===== src/rtl/mul_pkg.sv =====
`default_nettype none
// ============================================================================
// Module : mul_pkg
// Purpose: Shared definitions for the sequential multiplier. Holds the
//          control state encoding and the default operand width.
// Ports  : none (package)
// Rev    : 1.0  initial release
// ============================================================================
package mul_pkg;

    // Default operand / product width for the RV64 datapath.
    localparam int XLEN = 64;

    // Control FSM encoding. The values are fixed so that debug views and
    // any external decode of the state stay stable across revisions.
    typedef enum logic [1:0] {
        MUL_IDLE = 2'b00,
        MUL_RUN  = 2'b01,
        MUL_DONE = 2'b10
    } mul_state_e;

endpackage : mul_pkg
`default_nettype wire


===== src/rtl/full_adder.sv =====
`default_nettype none
// ============================================================================
// Module : full_adder
// Purpose: N-bit unsigned adder with carry out of the top bit.
// Ports  : a        in  N  addend A
//          b        in  N  addend B
//          sum      out N  (a + b) mod 2^N
//          overflow out 1  unsigned carry out of bit N-1
// Rev    : 1.0  initial release
// ============================================================================
module full_adder #(
    parameter int N = 64
) (
    input  logic [N-1:0] a,
    input  logic [N-1:0] b,
    output logic [N-1:0] sum,
    output logic         overflow
);

    // Widen by one bit so the carry lands in the MSB of the result.
    logic [N:0] w_full;

    assign w_full   = {1'b0, a} + {1'b0, b};
    assign sum      = w_full[N-1:0];
    assign overflow = w_full[N];

endmodule : full_adder
`default_nettype wire


===== src/rtl/mul_sequencer.sv =====
`default_nettype none
// ============================================================================
// Module : mul_sequencer
// Purpose: Multi-cycle unsigned shift-and-add multiplier returning the low N
//          bits of A*B plus an overflow flag. One shared adder is stepped
//          once per multiplier bit; iteration stops as soon as the remaining
//          multiplier bits are all zero.
// Ports  : clk          in  1  system clock, rising edge
//          reset        in  1  asynchronous active-high reset
//          start        in  1  request, only honoured in IDLE
//          multiplicand in  N  operand A, captured on accepted start
//          multiplier   in  N  operand B, captured on accepted start
//          busy         out 1  high while in RUN or DONE
//          done         out 1  one-cycle pulse, product/overflow valid
//          product      out N  low N bits of A*B, held until next start
//          overflow     out 1  true product needs more than N bits
// Rev    : 1.0  initial release
// ============================================================================
module mul_sequencer
    import mul_pkg::*;
#(
    parameter int N = XLEN
) (
    input  logic         clk,
    input  logic         reset,
    input  logic         start,
    input  logic [N-1:0] multiplicand,
    input  logic [N-1:0] multiplier,
    output logic         busy,
    output logic         done,
    output logic [N-1:0] product,
    output logic         overflow
);

    // ------------------------------------------------------------------------
    // State and datapath registers
    // ------------------------------------------------------------------------
    mul_state_e   state_q;
    logic [N-1:0] acc_q;       // running partial product
    logic [N-1:0] mcand_q;     // multiplicand, shifted left each iteration
    logic [N-1:0] mplier_q;    // multiplier, shifted right each iteration
    logic         lost_q;      // a set multiplicand bit has left the top
    logic         ovf_q;       // sticky overflow of the true product
    logic [N-1:0] product_q;
    logic         overflow_q;
    logic         busy_q;
    logic         done_q;

    // ------------------------------------------------------------------------
    // Shared adder: acc + shifted multiplicand
    // ------------------------------------------------------------------------
    logic [N-1:0] w_sum;
    logic         w_carry;

    full_adder #(
        .N (N)
    ) u_full_adder (
        .a        (acc_q),
        .b        (mcand_q),
        .sum      (w_sum),
        .overflow (w_carry)
    );

    // ------------------------------------------------------------------------
    // Next values for one RUN iteration
    // ------------------------------------------------------------------------
    logic [N-1:0] acc_d;
    logic [N-1:0] mcand_d;
    logic [N-1:0] mplier_d;
    logic         lost_d;
    logic         ovf_d;
    logic         mplier_zero;

    assign mplier_zero = (mplier_q == '0);

    always_comb begin
        acc_d    = acc_q;
        ovf_d    = ovf_q;
        // A multiplicand bit that was shifted out earlier only matters once
        // it would have been added in; that is why lost_q feeds ovf only on
        // an add step, using the value from before this shift.
        if (mplier_q[0]) begin
            acc_d = w_sum;
            ovf_d = ovf_q | w_carry | lost_q;
        end
        lost_d   = lost_q | mcand_q[N-1];
        mcand_d  = mcand_q << 1;
        mplier_d = mplier_q >> 1;
    end

    // ------------------------------------------------------------------------
    // Control FSM with registered outputs
    // ------------------------------------------------------------------------
    always_ff @(posedge clk or posedge reset) begin
        if (reset) begin
            state_q    <= MUL_IDLE;
            acc_q      <= '0;
            mcand_q    <= '0;
            mplier_q   <= '0;
            lost_q     <= 1'b0;
            ovf_q      <= 1'b0;
            product_q  <= '0;
            overflow_q <= 1'b0;
            busy_q     <= 1'b0;
            done_q     <= 1'b0;
        end else begin
            case (state_q)
                MUL_IDLE: begin
                    done_q <= 1'b0;
                    if (start) begin
                        acc_q    <= '0;
                        mcand_q  <= multiplicand;
                        mplier_q <= multiplier;
                        lost_q   <= 1'b0;
                        ovf_q    <= 1'b0;
                        busy_q   <= 1'b1;
                        state_q  <= MUL_RUN;
                    end
                end

                MUL_RUN: begin
                    if (mplier_zero) begin
                        // acc/ovf are final here, so publish them together
                        // with done as the FSM enters DONE.
                        product_q  <= acc_q;
                        overflow_q <= ovf_q;
                        done_q     <= 1'b1;
                        state_q    <= MUL_DONE;
                    end else begin
                        acc_q    <= acc_d;
                        ovf_q    <= ovf_d;
                        lost_q   <= lost_d;
                        mcand_q  <= mcand_d;
                        mplier_q <= mplier_d;
                    end
                end

                MUL_DONE: begin
                    done_q  <= 1'b0;
                    busy_q  <= 1'b0;
                    state_q <= MUL_IDLE;
                end

                default: begin
                    done_q  <= 1'b0;
                    busy_q  <= 1'b0;
                    state_q <= MUL_IDLE;
                end
            endcase
        end
    end

    assign busy     = busy_q;
    assign done     = done_q;
    assign product  = product_q;
    assign overflow = overflow_q;

endmodule : mul_sequencer
`default_nettype wire

===== config.mk =====
export PLATFORM = sky130hd
export DESIGN_NAME = mul_sequencer
export DESIGN_NICKNAME = d
export VERILOG_FILES = /design/src/rtl/mul_pkg.sv /design/src/rtl/full_adder.sv /design/src/rtl/mul_sequencer.sv
export SDC_FILE = /design/constraint.sdc
export NUM_CORES = 1
export LEC_CHECK = 0
export ABC_AREA = 1
export ABC_CLOCK_PERIOD_IN_PS = 14500
export BUFFER_PORTS_ARGS = -buffer_cell sky130_fd_sc_hd__buf_2
export CAP_MARGIN = 20
export CORE_MARGIN = 3
export CORE_UTILIZATION = 60
export DETAILED_ROUTE_END_ITERATION = 12
export PLACE_DENSITY = 0.82
export SETUP_SLACK_MARGIN = 0.1
export SYNTH_ARGS = -nofsm -noshare
export SYNTH_HDL_FRONTEND = slang
export SYNTH_SLANG_ARGS = --single-unit

===== constraint.sdc =====
create_clock -name clk -period 14.5 [get_ports clk]
set_input_delay 1.45 -clock clk [delete_from_list [all_inputs] [get_ports clk]]
set_output_delay 1.45 -clock clk [all_outputs]
set_load 0.01 [all_outputs]

==> results.json <==
{
  "wire_per_inst_um": 15.3,
  "final_cell_mix": "nand2_1 (1152), inv_1 (455), dfrtp_1 (263)",
  "crit_type": "primary input to flip-flop",
  "leakagePower_nw": 10.8,
  "placed_cell_area_um2": 18200,
  "nNetsFinal": 2998,
  "io_buffers": 197,
  "relSlewSlack": 0.283,
  "syn_inst": 2649,
  "cts_tree": "yes",
  "cts_root_buffer": "clkbuf_16",
  "whs_ns": 0.465,
  "cp-start-kind": "primary input",
  "postCtsResizedCells": 0,
  "fill_cells": 2455,
  "layout_commonest_cell": "nand2_1",
  "cts_setup_buffers": 0,
  "regArea_um2": 6580,
  "chipHeight_um": 175,
  "cts_hold_buffers": 0,
  "async_reset_ff_frac": 1.00,
  "area_growth_pct": 12.8,
  "grt_first_pass_wirelength_um": 79600,
  "cts_buffers": 28,
  "hpwlAfterDp_um": 36200,
  "drv_cap": 0,
  "gp_congestion": 0.969,
  "multi_input_area_um2": 8380,
  "cts_buffer_depth": 3,
  "cp_max_fo": 142,
  "netlist_area_um2": 17100,
  "max_stage_delay_ns": 0.91,
  "vias": 16700,
  "rsz0062_at_grt": "false",
  "synth.distinct_cells": 30,
  "worst-path-buf-inv": 2,
  "yosys_most_used_dff": "dfrtp_1",
  "avgViaCountPerCell": 5.22,
  "numClockSinks": 263,
  "ys_warn_count": 0,
  "max_freq_ghz": 0.327,
  "clk_transition_reported_paths_ns": 0.06,
  "powerDensity_nw_per_um2": 80.2,
  "dp_cells": 3149,
  "routed_wirelength_um": 49200,
  "drc_errors": 0,
  "dieArea_um2": 30600,
  "skew_ns": 0.0337,
  "grt-ovfl-total": 0,
  "synth_edf_count": 0,
  "syn_avg_cell_area_um2": 6.45,
  "setup-violations-final": 0,
  "num_io_pins": 198,
  "antenna_found_initial": 2,
  "ant_nets": 0,
  "arrival_ns": 3.47,
  "grt_max_degree": 143,
  "setup_tns_ns": 0,
  "grt_util_all_layers": 0.318,
  "rows": 61,
  "insertion_delay_ns": 0.59,
  "initial_core_util": 0.612,
  "worst_pin_slew_ns": 1.08,
  "grt_pass1_vias": 15800,
  "yosysSeqAreaShare": 0.385,
  "end_kind": "flip-flop",
  "status": "finished, final reports clean",
  "stdcell_area_um2": 19300,
  "maxSlewViolCount": 0,
  "instances_no_fill": 3203,
  "layout_setup_ws_ns": 11.44,
  "crit_chain": "buf_2 -> nand2_1 -> nand2_8 -> buf_4 -> o21ai_0",
  "finalHoldViolCount": 0,
  "drive_gt1_frac": 0.0967,
  "core_um2": 27900,
  "drt_iter0_drc": 1349,
  "path_delay_family": "buffers and inverters",
  "slowest_stage": "buf_4",
  "finalCritPeriodShare": 0.211,
  "first_pass_iters": 5,
  "place_ws_ns": 10.90,
  "peakVddDrop_v": 0.0000791,
  "hold_class": "flip-flop to flip-flop",
  "die_x_um": 175,
  "cp.required_ns": 14.91,
  "synth-seq-cells": 263,
  "fin_crit_ns": 3.06,
  "ctsHtreeMaxLevel": 1,
  "synth_nets": 2845
}
==> routing by layer <==
metal | GRT usage | vias to the layer above | part of all wire
li1 | - | 8361 | -
met1 | 0.439 | 7684 | 0.44
met2 | 0.516 | 577 | 0.45
met3 | 0.0532 | 82 | 0.078
met4 | 0.101 | 4 | 0.034
met5 | 0 | - | 0.00028
==> synthesized netlist by cell type (9+ instances only) <==
master | count | area share
xnor2_1 | 30 | 0.015
o21ai_2 | 9 | 0.0046
o21ai_0 | 250 | 0.073
dfrtp_1 | 263 | 0.38
clkbuf_1 | 33 | 0.0072
nor2_1 | 119 | 0.026
nand3_1 | 80 | 0.023
nand2_1 | 1152 | 0.25
a21oi_1 | 44 | 0.013
inv_1 | 457 | 0.10
nand4_1 | 25 | 0.0091
ha_1 | 64 | 0.047
buf_4 | 10 | 0.0044
o21ai_1 | 32 | 0.0094
buf_2 | 31 | 0.0091
nor3_1 | 15 | 0.0044
==> sequential cells by signal, indices dropped and copies added (netlist names) <==
signal / count
ovf_q: 1
state_q: 2
product: 64
mplier_q: 64
done: 1
acc_q: 64
lost_q: 1
mcand_q: 64
busy: 1
overflow: 1
==> worst reg2reg max path, cell delays in order, from the launching register on <==
cell and delay (ns):
dfrtp_1 0.37, inv_1 0.11, nand4_1 0.13, nor2_1 0.15, nand2_1 0.09, nor2_1 0.23
nand2_2 0.19, nand2_2 0.18, nand2_8 0.41, buf_4 0.66, nand2_1 0.17, o21ai_0 0.09
==> layout make-up <==
cell class / instances / area share
multi-input cells: 1843 / 0.435
well taps: 378 / 0.0245
flip-flops and latches: 263 / 0.341
clock buffers: 45 / 0.0453
inverters: 460 / 0.0902
diodes: 1 / 0.000130
clock inverters: 7 / 0.00720
repair buffers: 206 / 0.0567
==> path summary, 6_finish.rpt <==
| path | cells past startpoint | slack [ns] | from | to |
|---|---|---|---|---|
| max in group asynchronous | 3 | 11.97 | reset | acc_q[49]$_DFFE_PP0P_ |
| hold reg to reg | 2 | 0.46 | product[43]$_DFFE_PP0P_ | product[43]$_DFFE_PP0P_ |
| min in group asynchronous | 2 | 0.99 | reset | mplier_q[52]$_DFFE_PP0P_ |
| setup / recovery | 5 | 11.44 | start | mplier_q[18]$_DFFE_PP0P_ |
| hold / removal | 2 | 0.46 | product[43]$_DFFE_PP0P_ | product[43]$_DFFE_PP0P_ |
| setup reg to reg | 11 | 11.55 | mplier_q[21]$_DFFE_PP0P_ | mplier_q[11]$_DFFE_PP0P_ |
==> through the flow <==
stage	total power [mW]	utilization
after floorplan	0.758	-
final	1.55	0.690
after global placement	0.780	0.652
after global routing	1.58	0.690
after detailed placement	0.780	0.653
after CTS	1.55	0.689
==> power by group <==
part	leakage, nW	switching, mW	internal, mW	total, mW
clock	0.497	0.314	0.466	0.780
combinational	6.87	0.0200	0.0133	0.0333
sequential	3.43	0	0.734	0.734
total	10.8	0.334	1.21	1.55
==> cells by family (layout without fill, tap and decap cells) <==
family | count (synthesis) | in the layout | synth area share
buf+inv | 543 | 718 | 0.127
simple gates | 1406 | 1406 | 0.322
xor+xnor | 30 | 30 | 0.0154
flops | 263 | 263 | 0.385
fa+ha+maj | 65 | 65 | 0.0480
compound gates | 342 | 342 | 0.103
other cells | 0 | 1 | 0
(Power assumes the default switching activity.)
